**src/rtl/bsg_8b10b_pkg.sv**
```systemverilog
// Shared constants for the 8b/10b symbol decoder: control-code bytes and
// running-disparity encoding.
package bsg_8b10b_pkg;

  localparam logic [7:0] K28_0 = 8'h1C;
  localparam logic [7:0] K28_1 = 8'h3C;
  localparam logic [7:0] K28_5 = 8'hBC;
  localparam logic [7:0] K23_7 = 8'hF7;
  localparam logic [7:0] K27_7 = 8'hFB;
  localparam logic [7:0] K29_7 = 8'hFD;
  localparam logic [7:0] K30_7 = 8'hFE;

  localparam logic RD_NEG = 1'b0;
  localparam logic RD_POS = 1'b1;

endpackage

```
**src/rtl/bsg_8b10b_decode_comb.sv**
```systemverilog
// Combinational 8b/10b table decode with code-group validity and running
// disparity checks against the supplied RD.
module bsg_8b10b_decode_comb
  import bsg_8b10b_pkg::*;
(
  input  logic [9:0] data_i,
  input  logic       rd_i,
  output logic [7:0] data_o,
  output logic       k_o,
  output logic       rd_o,
  output logic       data_err_o,
  output logic       rd_err_o
);

  logic [5:0] c6;
  logic [3:0] c4, c4k;
  logic [4:0] x;
  logic [2:0] y, n6, n4;
  logic       v6, v4, k28, kx, a7_neg, a7_pos, is_a7;
  logic       mid_neg_ok, mid_pos_ok, mid;

  assign c6  = {data_i[0], data_i[1], data_i[2], data_i[3], data_i[4], data_i[5]};
  assign c4  = {data_i[6], data_i[7], data_i[8], data_i[9]};
  assign n6  = 3'($countones(c6));
  assign n4  = 3'($countones(c4));
  assign k28 = (c6 == 6'b001111) | (c6 == 6'b110000);

  always_comb begin
    x  = '0;
    v6 = 1'b1;
    case (c6)
      6'b100111, 6'b011000: x = 5'd0;
      6'b011101, 6'b100010: x = 5'd1;
      6'b101101, 6'b010010: x = 5'd2;
      6'b110001:            x = 5'd3;
      6'b110101, 6'b001010: x = 5'd4;
      6'b101001:            x = 5'd5;
      6'b011001:            x = 5'd6;
      6'b111000, 6'b000111: x = 5'd7;
      6'b111001, 6'b000110: x = 5'd8;
      6'b100101:            x = 5'd9;
      6'b010101:            x = 5'd10;
      6'b110100:            x = 5'd11;
      6'b001101:            x = 5'd12;
      6'b101100:            x = 5'd13;
      6'b011100:            x = 5'd14;
      6'b010111, 6'b101000: x = 5'd15;
      6'b011011, 6'b100100: x = 5'd16;
      6'b100011:            x = 5'd17;
      6'b010011:            x = 5'd18;
      6'b110010:            x = 5'd19;
      6'b001011:            x = 5'd20;
      6'b101010:            x = 5'd21;
      6'b011010:            x = 5'd22;
      6'b111010, 6'b000101: x = 5'd23;
      6'b110011, 6'b001100: x = 5'd24;
      6'b100110:            x = 5'd25;
      6'b010110:            x = 5'd26;
      6'b110110, 6'b001001: x = 5'd27;
      6'b001110, 6'b001111, 6'b110000: x = 5'd28;
      6'b101110, 6'b010001: x = 5'd29;
      6'b011110, 6'b100001: x = 5'd30;
      6'b101011, 6'b010100: x = 5'd31;
      default:              v6 = 1'b0;
    endcase
  end

  // Which mid-RD values this 6b sub-block can legally leave behind; D7 is
  // neutral but each of its two forms belongs to only one RD.
  assign mid_pos_ok = v6 & ((n6 == 3'd4) | ((n6 == 3'd3) & (c6 != 6'b111000)));
  assign mid_neg_ok = v6 & ((n6 == 3'd2) | ((n6 == 3'd3) & (c6 != 6'b000111)));
  assign a7_neg = ~k28 & ((x == 5'd17) | (x == 5'd18) | (x == 5'd20));
  assign a7_pos = ~k28 & ((x == 5'd11) | (x == 5'd13) | (x == 5'd14));
  assign kx     = ~k28 & ((x == 5'd23) | (x == 5'd27) | (x == 5'd29) | (x == 5'd30));

  always_comb begin
    y     = '0;
    v4    = 1'b0;
    is_a7 = 1'b0;
    c4k   = (c6 == 6'b110000) ? ~c4 : c4;
    if (k28) begin
      v4 = 1'b1;
      case (c4k)
        4'b0100: y = 3'd0;
        4'b1001: y = 3'd1;
        4'b0101: y = 3'd2;
        4'b0011: y = 3'd3;
        4'b0010: y = 3'd4;
        4'b1010: y = 3'd5;
        4'b0110: y = 3'd6;
        4'b1000: y = 3'd7;
        default: v4 = 1'b0;
      endcase
    end else begin
      case (c4)
        4'b1011: begin y = 3'd0; v4 = mid_neg_ok; end
        4'b0100: begin y = 3'd0; v4 = mid_pos_ok; end
        4'b1001: begin y = 3'd1; v4 = 1'b1; end
        4'b0101: begin y = 3'd2; v4 = 1'b1; end
        4'b1100: begin y = 3'd3; v4 = mid_neg_ok; end
        4'b0011: begin y = 3'd3; v4 = mid_pos_ok; end
        4'b1101: begin y = 3'd4; v4 = mid_neg_ok; end
        4'b0010: begin y = 3'd4; v4 = mid_pos_ok; end
        4'b1010: begin y = 3'd5; v4 = 1'b1; end
        4'b0110: begin y = 3'd6; v4 = 1'b1; end
        4'b1110: begin y = 3'd7; v4 = mid_neg_ok & ~a7_neg; end
        4'b0001: begin y = 3'd7; v4 = mid_pos_ok & ~a7_pos; end
        4'b0111: begin y = 3'd7; is_a7 = 1'b1; v4 = mid_neg_ok & (a7_neg | kx); end
        4'b1000: begin y = 3'd7; is_a7 = 1'b1; v4 = mid_pos_ok & (a7_pos | kx); end
        default: v4 = 1'b0;
      endcase
    end
  end

  assign data_o     = {y, x};
  assign k_o        = k28 | (kx & is_a7);
  assign data_err_o = ~v6 | ~v4;

  always_comb begin
    rd_err_o = 1'b0;
    mid      = rd_i;
    if (((n6 == 3'd4) && rd_i == RD_POS) || ((n6 == 3'd2) && rd_i == RD_NEG) ||
        ((c6 == 6'b111000) && rd_i == RD_POS) || ((c6 == 6'b000111) && rd_i == RD_NEG))
      rd_err_o = 1'b1;
    if (n6 == 3'd4)      mid = RD_POS;
    else if (n6 == 3'd2) mid = RD_NEG;
    if (((n4 == 3'd3) && mid == RD_POS) || ((n4 == 3'd1) && mid == RD_NEG) ||
        ((c4 == 4'b1100) && mid == RD_POS) || ((c4 == 4'b0011) && mid == RD_NEG))
      rd_err_o = 1'b1;
    rd_o = mid;
    if (n4 == 3'd3)      rd_o = RD_POS;
    else if (n4 == 3'd1) rd_o = RD_NEG;
  end

endmodule

```
**src/rtl/bsg_counter_overflow_en.sv**
```systemverilog
// Enabled up-counter that wraps to zero on the increment past max_val_p and
// flags that increment with a combinational overflow pulse.
module bsg_counter_overflow_en #(
  parameter int max_val_p = 15
) (
  input  logic clk_i,
  input  logic reset_n_i,
  input  logic clear_i,
  input  logic en_i,
  output logic overflow_o
);

  localparam int width_lp = (max_val_p < 1) ? 1 : $clog2(max_val_p + 1);

  logic [width_lp-1:0] count_r;

  assign overflow_o = en_i & (count_r == width_lp'(max_val_p));

  always_ff @(posedge clk_i) begin
    if (!reset_n_i || clear_i) count_r <= '0;
    else if (en_i)             count_r <= overflow_o ? '0 : count_r + 1'b1;
  end

endmodule

```
**src/rtl/bsg_dff.sv**
```systemverilog
// Plain register; reset and enable are folded into the caller's next-value mux.
module bsg_dff #(
  parameter int width_p = 1
) (
  input  logic               clk_i,
  input  logic [width_p-1:0] data_i,
  output logic [width_p-1:0] data_o
);

  always_ff @(posedge clk_i) data_o <= data_i;

endmodule

```
**src/rtl/bsg_8b10b_symbol_decoder.sv**
```systemverilog
// Registered 8b/10b decoder: one code-group per valid cycle, running
// disparity tracking, error flags and a sticky lock indication.
module bsg_8b10b_symbol_decoder
  import bsg_8b10b_pkg::*;
#(
  parameter int lock_count_p = 15
) (
  input  logic       clk_i,
  input  logic       reset_n_i,
  input  logic       v_i,
  input  logic [9:0] data_i,
  input  logic       rd_load_v_i,
  input  logic       rd_load_i,
  output logic       v_o,
  output logic [7:0] data_o,
  output logic       k_o,
  output logic       data_err_o,
  output logic       rd_err_o,
  output logic       rd_o,
  output logic       lock_o
);

  logic [7:0] dec_data;
  logic       dec_k, dec_rd, dec_data_err, dec_rd_err;
  logic       rd_r, rd_n, sym_ok, sym_bad, lock_ovf;

  bsg_8b10b_decode_comb dec (
    .data_i     (data_i),
    .rd_i       (rd_r),
    .data_o     (dec_data),
    .k_o        (dec_k),
    .rd_o       (dec_rd),
    .data_err_o (dec_data_err),
    .rd_err_o   (dec_rd_err)
  );

  assign sym_ok  = v_i & ~(dec_data_err | dec_rd_err);
  assign sym_bad = v_i &  (dec_data_err | dec_rd_err);

  // A load wins over the decoded RD; the concurrent symbol still used the old RD.
  assign rd_n = !reset_n_i  ? RD_NEG
              : rd_load_v_i ? rd_load_i
              : sym_ok      ? dec_rd
              :               rd_r;

  bsg_dff #(.width_p(1)) rd_reg (
    .clk_i  (clk_i),
    .data_i (rd_n),
    .data_o (rd_r)
  );

  assign rd_o = rd_r;

  bsg_counter_overflow_en #(.max_val_p(lock_count_p)) lock_cnt (
    .clk_i      (clk_i),
    .reset_n_i  (reset_n_i),
    .clear_i    (sym_bad),
    .en_i       (sym_ok),
    .overflow_o (lock_ovf)
  );

  always_ff @(posedge clk_i) begin
    if (!reset_n_i) begin
      v_o        <= 1'b0;
      data_o     <= '0;
      k_o        <= 1'b0;
      data_err_o <= 1'b0;
      rd_err_o   <= 1'b0;
      lock_o     <= 1'b0;
    end else begin
      v_o        <= sym_ok;
      data_err_o <= v_i & dec_data_err;
      rd_err_o   <= v_i & dec_rd_err;
      if (v_i) begin
        data_o <= dec_data;
        k_o    <= dec_k;
      end
      if (sym_bad)       lock_o <= 1'b0;
      else if (lock_ovf) lock_o <= 1'b1;
    end
  end

endmodule

```
**config.mk**
```make
export PLATFORM = sky130hd
export DESIGN_NAME = bsg_8b10b_symbol_decoder
export DESIGN_NICKNAME = d
export VERILOG_FILES = /design/src/rtl/bsg_8b10b_pkg.sv /design/src/rtl/bsg_8b10b_decode_comb.sv /design/src/rtl/bsg_counter_overflow_en.sv /design/src/rtl/bsg_dff.sv /design/src/rtl/bsg_8b10b_symbol_decoder.sv
export SDC_FILE = /design/constraint.sdc
export NUM_CORES = 1
export LEC_CHECK = 0
export BUFFER_PORTS_ARGS = -buffer_cell sky130_fd_sc_hd__buf_4
export CORE_ASPECT_RATIO = 2
export CORE_MARGIN = 2
export CORE_UTILIZATION = 40
export DETAILED_ROUTE_END_ITERATION = 7
export PLACE_DENSITY = 0.69
export SYNTH_ARGS = -nofsm -noshare
export SYNTH_HDL_FRONTEND = slang
export SYNTH_SLANG_ARGS = --single-unit
```
**constraint.sdc**
```tcl
create_clock -name clk_i -period 8.3 [get_ports clk_i]
set_input_delay 1.66 -clock clk_i [delete_from_list [all_inputs] [get_ports clk_i]]
set_output_delay 1.66 -clock clk_i [all_outputs]
set_load 0.02 [all_outputs]
```
==> impl_metrics.ini, run 1 <==
[outcome]
outcome = completed

[clock_network]
cts.clk_slew.worst_paths_ns = 0.05
root_buffer = clkbuf_16
cts_buffers = 3
clockBufferDepth = 2
cts_tree = built
holdBufCountCts = 0
postCtsSetupBuffers = 0
clkLatencyLatePin_ns = 0.25
htree_levels = 1
cts_sinks = 18
ctsResizeCount = 0

[synth]
yosysMostFrequentCell = nand2_1
synthFlopType = dfxtp_1
ys_top_cells_by_area = dfxtp_1 (14%), ha_1 (12%), nand2_1 (5.0%), nand3_1 (4.6%), a21oi_1 (3.6%)
synth_cells = 326
syn_nets = 368
synth_edf_count = 0
ys_seq_area_share_pct = 14.5
synth.top_cell.area_share_pct = 14.5
synthDistinctLibCells = 63
yosysWarnings = 0
synth.avg_cell_area_um2 = 7.63
synth_area_um2 = 2490
yosys-top-cells-count = nand2_1 (33), ha_1 (24), nand3_1 (23)
synth_area_leader_cell = dfxtp_1
ys_ff_latch = 18
postSynth.asyncResetShare_pct = 0

[die]
die_w_um = 59.8
initial_utilization_pct = 41.4
fp.coreArea_um2 = 6010
die_area_um2 = 6910
io_pins = 29
num_rows = 40
die_height_um = 116

[routing]
drtIter0Drc = 165
ant_nets = 0
vias_per_cell = 6.27
route.final.wire_length_um = 6250
drt_first_pass_iters = 5
wire_per_inst_um = 15.7
num_vias = 2502
drc = 0

[setup_path]
r2r_end = rd_reg.data_o
cp_cell_sequence = buf_4 > ha_1 > fa_1 > ha_1 > inv_1 > a21oi_1 > o21ai_0 > xnor2_1 > a211o_1 > or3_1 > o21ai_2 > a21oi_1 > o41ai_2
cp.required_ns = 8.46
cp.arrival_ns = 5.19
r2r-start = rd_reg.data_o
worstSetupEndpointType = register
crit_start = data_i[0]
critPathMaxStageDelay_ns = 0.54
setup.worst_path.end = rd_reg.data_o
regToRegSetupSlack_ns = 5.84
start_kind = input port
worstPathMaxFanout = 17
reg2reg_depth = 8
slowest_stage = ha_1
path_class = in -> reg

[power]
p_leak_nw = 1.20
irDropWorstVdd_uv = 66.9
power.density_nw_per_um2 = 130

[finish]
drive_gt1_share_pct = 14.3
antenna_cells = 0
fin_nets = 379
syn_to_final_growth_pct = 10.7

[place]
place_congestion = 0.908
dpl.hpwl_um = 4890
port_buffers = 28
dp_slack_ns = 3.04

[min_path]
hp-class = reg -> reg

[timing]
finalCritPeriodShare_pct = 60.6
slew_headroom_pct = 59.5
rsz0062_at_grt = no
setup_violations = 0
timing.fmax_mhz = 199
period_needed_ns = 5.03
clock_skew_ns = 0.00230
hold_viol = 0
worst_slew_pin_slew_ns = 0.607
fin_tns_setup_ns = 0
slew_violations = 0
setup_slack_ns = 3.27

[job]
cap_violations = 0

[global_routing]
grt_pass1_vias = 2310
grt_pass1_wl_um = 10500
grt_max_degree = 29
grt_usage_pct = 18.9
grt-ovfl-total = 0
antenna_found_initial = 0
[layout by cell type, fill, tap and decap left out, types with 11 or more instances in the layout]
master | netlist | layout
nand2_1 | 33 | 33
buf_4 | 0 | 28
ha_1 | 24 | 24
nand3_1 | 23 | 23
o21ai_0 | 18 | 18
a21oi_1 | 18 | 18
dfxtp_1 | 18 | 18
nor2_1 | 17 | 17
inv_1 | 17 | 17
and3_1 | 11 | 11
[sequential cells by signal, indices dropped and copies added, names as in the netlist]
name	flops
data_o	8
lock_cnt.count_r	4
data_err_o	1
k_o	1
lock_o	1
rd_err_o	1
rd_reg.data_o	1
v_o	1
[worst max-delay path: cells and delay by family]
family	cells	cell delay [ns]
fa+ha+maj	3	1.43
simple gates	1	0.37
compound gates	6	1.44
buf+inv	2	0.17
xor+xnor	1	0.11
[layer usage]
layer / GRT usage (%) / share of wire, % / vias up
li1: - / - / 1243
met1: 21.1 / 39 / 1159
met2: 34.5 / 55 / 81
met3: 1.45 / 3.3 / 19
met4: 9.19 / 3.1 / 0
met5: 0 / 0 / -
[kinds of logic (layout without fill, tap and decap cells)]
| group | Yosys count | count (layout) | synth area share [%] |
|---|---|---|---|
| simple gates | 128 | 128 | 28.8 |
| compound gates | 98 | 98 | 28.8 |
| buf+inv | 39 | 49 | 7.04 |
| fa+ha+maj | 30 | 30 | 15.7 |
| flops | 18 | 18 | 14.5 |
| mux | 8 | 8 | 3.22 |
| xor+xnor | 5 | 5 | 2.06 |
[how the worst min path moves through the flow]
stage | slack (ns) | to | cells after the start | start
after floorplan | 0.47 | lock_cnt.count_r[1] | 2 | lock_cnt.count_r[1]
after global placement | 0.46 | data_o[7] | 2 | data_o[7]
after detailed placement | 0.47 | data_o[7] | 2 | data_o[7]
after CTS | 0.47 | data_o[7] | 2 | data_o[7]
after global routing | 0.51 | data_o[7] | 2 | data_o[7]
final | 0.48 | data_o[7] | 2 | data_o[7]
[power by group]
part           internal, W  total (W)  switching [W]
Clock            0.0000733   0.000106      0.0000330
Combinational    0.0000624   0.000157      0.0000941
Sequential       0.0000918  0.0000947     0.00000294
[layout make-up]
| cell class | instances | area, µm² |
|---|---|---|
| multi-input combinational | 269 | 1950 |
| tap | 63 | 78.8 |
| clock buffer | 4 | 88.8 |
| sequential | 18 | 360 |
| fill | 611 | 3250 |
| inverter | 17 | 63.8 |
| timing repair buffer | 28 | 210 |
[stage by stage]
| step | cell area, µm² | hold slack (ns) | instances | utilization [%] | total power, W |
|---|---|---|---|---|---|
| after floorplan | 2490 | 0.472 | 326 | - | 0.000216 |
| after global placement | 2670 | 0.459 | 395 | 44.4 | 0.000247 |
| after detailed placement | 2670 | 0.468 | 395 | 44.4 | 0.000251 |
| after CTS | 2760 | 0.475 | 399 | 45.9 | 0.000357 |
| after global routing | 2760 | 0.507 | 399 | 45.9 | 0.000381 |
| final | 2760 | 0.478 | 399 | 45.9 | 0.000358 |
No activity file was read; power rests on OpenSTA's default activity.
==> inputs of run 2 (changes only) <==
ABC_AREA = 1   (was default)
PLACE_DENSITY = 0.71   (was 0.69)
clock period = 4.6 ns   (was 8.3 ns; I/O delays follow)
==> run 2 against run 1 <==
Setup slack lost 2.5 ns. Global-route usage grew 3.1 points. Hold slack gained 0.011 ns. Clock power grew 82%. Design area grew 6.1%. Largest power group unchanged. Power grew 76%. Critical path depth grew 2. Non-clock buffer count grew 1. Critical endpoint unchanged. Synthesized cell count grew 32%. Utilization grew 0.45 points.
==> impl_metrics.ini, run 2 <==
[outcome]
outcome = completed

[clock_network]
cts.clk_slew.worst_paths_ns = 0.05
clockBufferDepth = 2
cts_buffers = 3
htree_levels = 1
holdBufCountCts = 0
ctsResizeCount = 0
root_buffer = clkbuf_16
cts_tree = built
clkLatencyLatePin_ns = 0.25
cts_sinks = 18
postCtsSetupBuffers = 0

[synth]
syn_nets = 473
yosys-top-cells-count = nand2_1 (106), nand3_1 (65), inv_1 (63)
synth_compound_gate_area_share_pct = 9.42
synth.avg_cell_area_um2 = 6.10
synth_simple_gate_area_share_pct = 46.7
synth_edf_count = 0
ys_top_cells_by_area = nand2_1 (15%), dfxtp_1 (14%), nand3_1 (12%), ha_1 (11%), inv_1 (9.0%)
postSynth.asyncResetShare_pct = 0
synthFlopType = dfxtp_1
synth_area_um2 = 2630
synth_mux_area_share_pct = 0
yosysWarnings = 0
yosysMostFrequentCell = nand2_1
ys_ff_latch = 18
ys_seq_area_share_pct = 13.7
yosys.area_share.adder_pct = 13.7
synth_area_leader_cell = nand2_1
synth_cells = 431
synthDistinctLibCells = 37
synth_top_family_by_area = simple AND/OR/NAND/NOR gates
synth.top_cell.area_share_pct = 15.1
synth_xor_area_share_pct = 2.86

[place]
dpl.hpwl_um = 6300
dp_slack_ns = 0.550
port_buffers = 28
place_congestion = 1.00

[timing]
hold_slack_ns = 0.489
slew_headroom_pct = 60.4
setup_violations = 0
clock_skew_ns = 0.00128
rsz0062_at_grt = no
period_needed_ns = 3.81
slew_violations = 0
timing.fmax_mhz = 262
hold_viol = 0
setup_slack_ns = 0.787
finalCritPeriodShare_pct = 82.9
worst_slew_pin_slew_ns = 0.593
fin_tns_setup_ns = 0

[finish]
antenna_cells = 0
final_common_cell = nand2_1
fin_nets = 492
drive_gt1_share_pct = 14.0
syn_to_final_growth_pct = 11.2
largest_reg_flops = 8
fillerInstances = 700
top_register = data_o
mostFrequentLayoutCells = nand2_1 (106), nand3_1 (65), inv_1 (63)
largestRegisters = data_o: 8 flops, lock_cnt.count_r: 4 flops

[routing]
wire_per_inst_um = 14.0
ant_nets = 0
drtIter0Drc = 165
drt_first_pass_iters = 4
vias_per_cell = 5.30
route.final.wire_length_um = 7510
num_vias = 2837
drc = 0

[power]
irDropWorstVdd_uv = 114
power.density_nw_per_um2 = 215
p_leak_nw = 1.69
post-layout-total-power_w = 0.000629

[setup_path]
path_class = in -> reg
start_kind = input port
regToRegSetupSlack_ns = 2.61
cp.arrival_ns = 3.96
worstPathMaxFanout = 11
worstSetupEndpointType = register
r2r-start = rd_reg.data_o
reg2reg_depth = 8
r2r_end = rd_reg.data_o
cp.required_ns = 4.74

[die]
num_rows = 41
io_pins = 29
die_area_um2 = 7280
fp.coreArea_um2 = 6310
die_height_um = 119
initial_utilization_pct = 41.7
die_w_um = 61.3

[job]
cap_violations = 0

[min_path]
hp-start = lock_o
hold_depth = 2
hp-class = reg -> reg
hold_end = lock_o

[global_routing]
grt_pass1_wl_um = 12400
grt_usage_pct = 22.1
grt-ovfl-total = 0
grt_max_degree = 18
antenna_found_initial = 0
grt_pass1_vias = 2814
-- run 2: layout make-up --
type	count	area, µm²	share of cell area [%]
multi-input cells	335	1910	65.4
well taps	86	108	3.68
repair buffers	29	218	7.45
inverters	63	236	8.09
clock buffers	4	88.8	3.04
flip-flops and latches	18	360	12.3
-- run 2: cell families (layout without fill, tap and decap cells) --
logic type / after synthesis / count (layout)
flops: 18 / 18
fa+ha+maj: 27 / 27
xor+xnor: 6 / 6
buf+inv: 78 / 96
simple gates: 260 / 260
compound gates: 42 / 42
-- run 2: worst max path at each step --
stage          startpoint                  end  slack, ns  depth (start not counted)
2_1_floorplan   data_i[4]  lock_cnt.count_r[0]       1.15                         18
3_3_place_gp    data_i[0]        rd_reg.data_o       0.65                         15
3_5_place_dp    data_i[0]  lock_cnt.count_r[3]       0.55                         16
4_1_cts         data_i[0]        rd_reg.data_o       0.81                         15
5_1_grt         data_i[0]        rd_reg.data_o       0.38                         15
6_report        data_i[0]        rd_reg.data_o       0.79                         15
-- run 2: metrics by stage --
stage,util (%),cell area (µm²),cells
floorplan,-,2630,431
global placement,44.9,2830,531
detailed placement,44.9,2830,531
CTS,46.3,2920,535
global route,46.3,2920,535
finish,46.3,2920,535
-- run 2: report_power, final --
| part | total (W) | switching [W] | leakage, nW | internal, W |
|---|---|---|---|---|
| logic | 0.000264 | 0.000170 | 1.50 | 0.0000939 |
| clock network | 0.000193 | 0.0000602 | 0.0442 | 0.000132 |
| registers | 0.000172 | 0.00000575 | 0.148 | 0.000166 |
| total | 0.000629 | 0.000236 | 1.69 | 0.000392 |
-- run 2: worst max-delay path: stages --
cell	delay, ns
buf_4	0.09
ha_1	0.45
fa_1	0.48
ha_1	0.22
xnor2_1	0.17
inv_1	0.06
nor2_1	0.12
inv_1	0.07
nor2_1	0.12
o21ai_0	0.13
o21ai_0	0.16
a21boi_0	0.41
nand4_2	0.29
a21oi_1	0.21
nor2_1	0.06
-- run 2: metal layers --
layer	part of all wire (%)	up-vias	wire length, µm	global-route usage, %
li1	-	1426	-	-
met4	7.9	0	594	15.6
met1	34	1278	2540	20.8
met5	0	-	0	0
met3	2.9	39	217	1.09
met2	55	94	4170	41.0
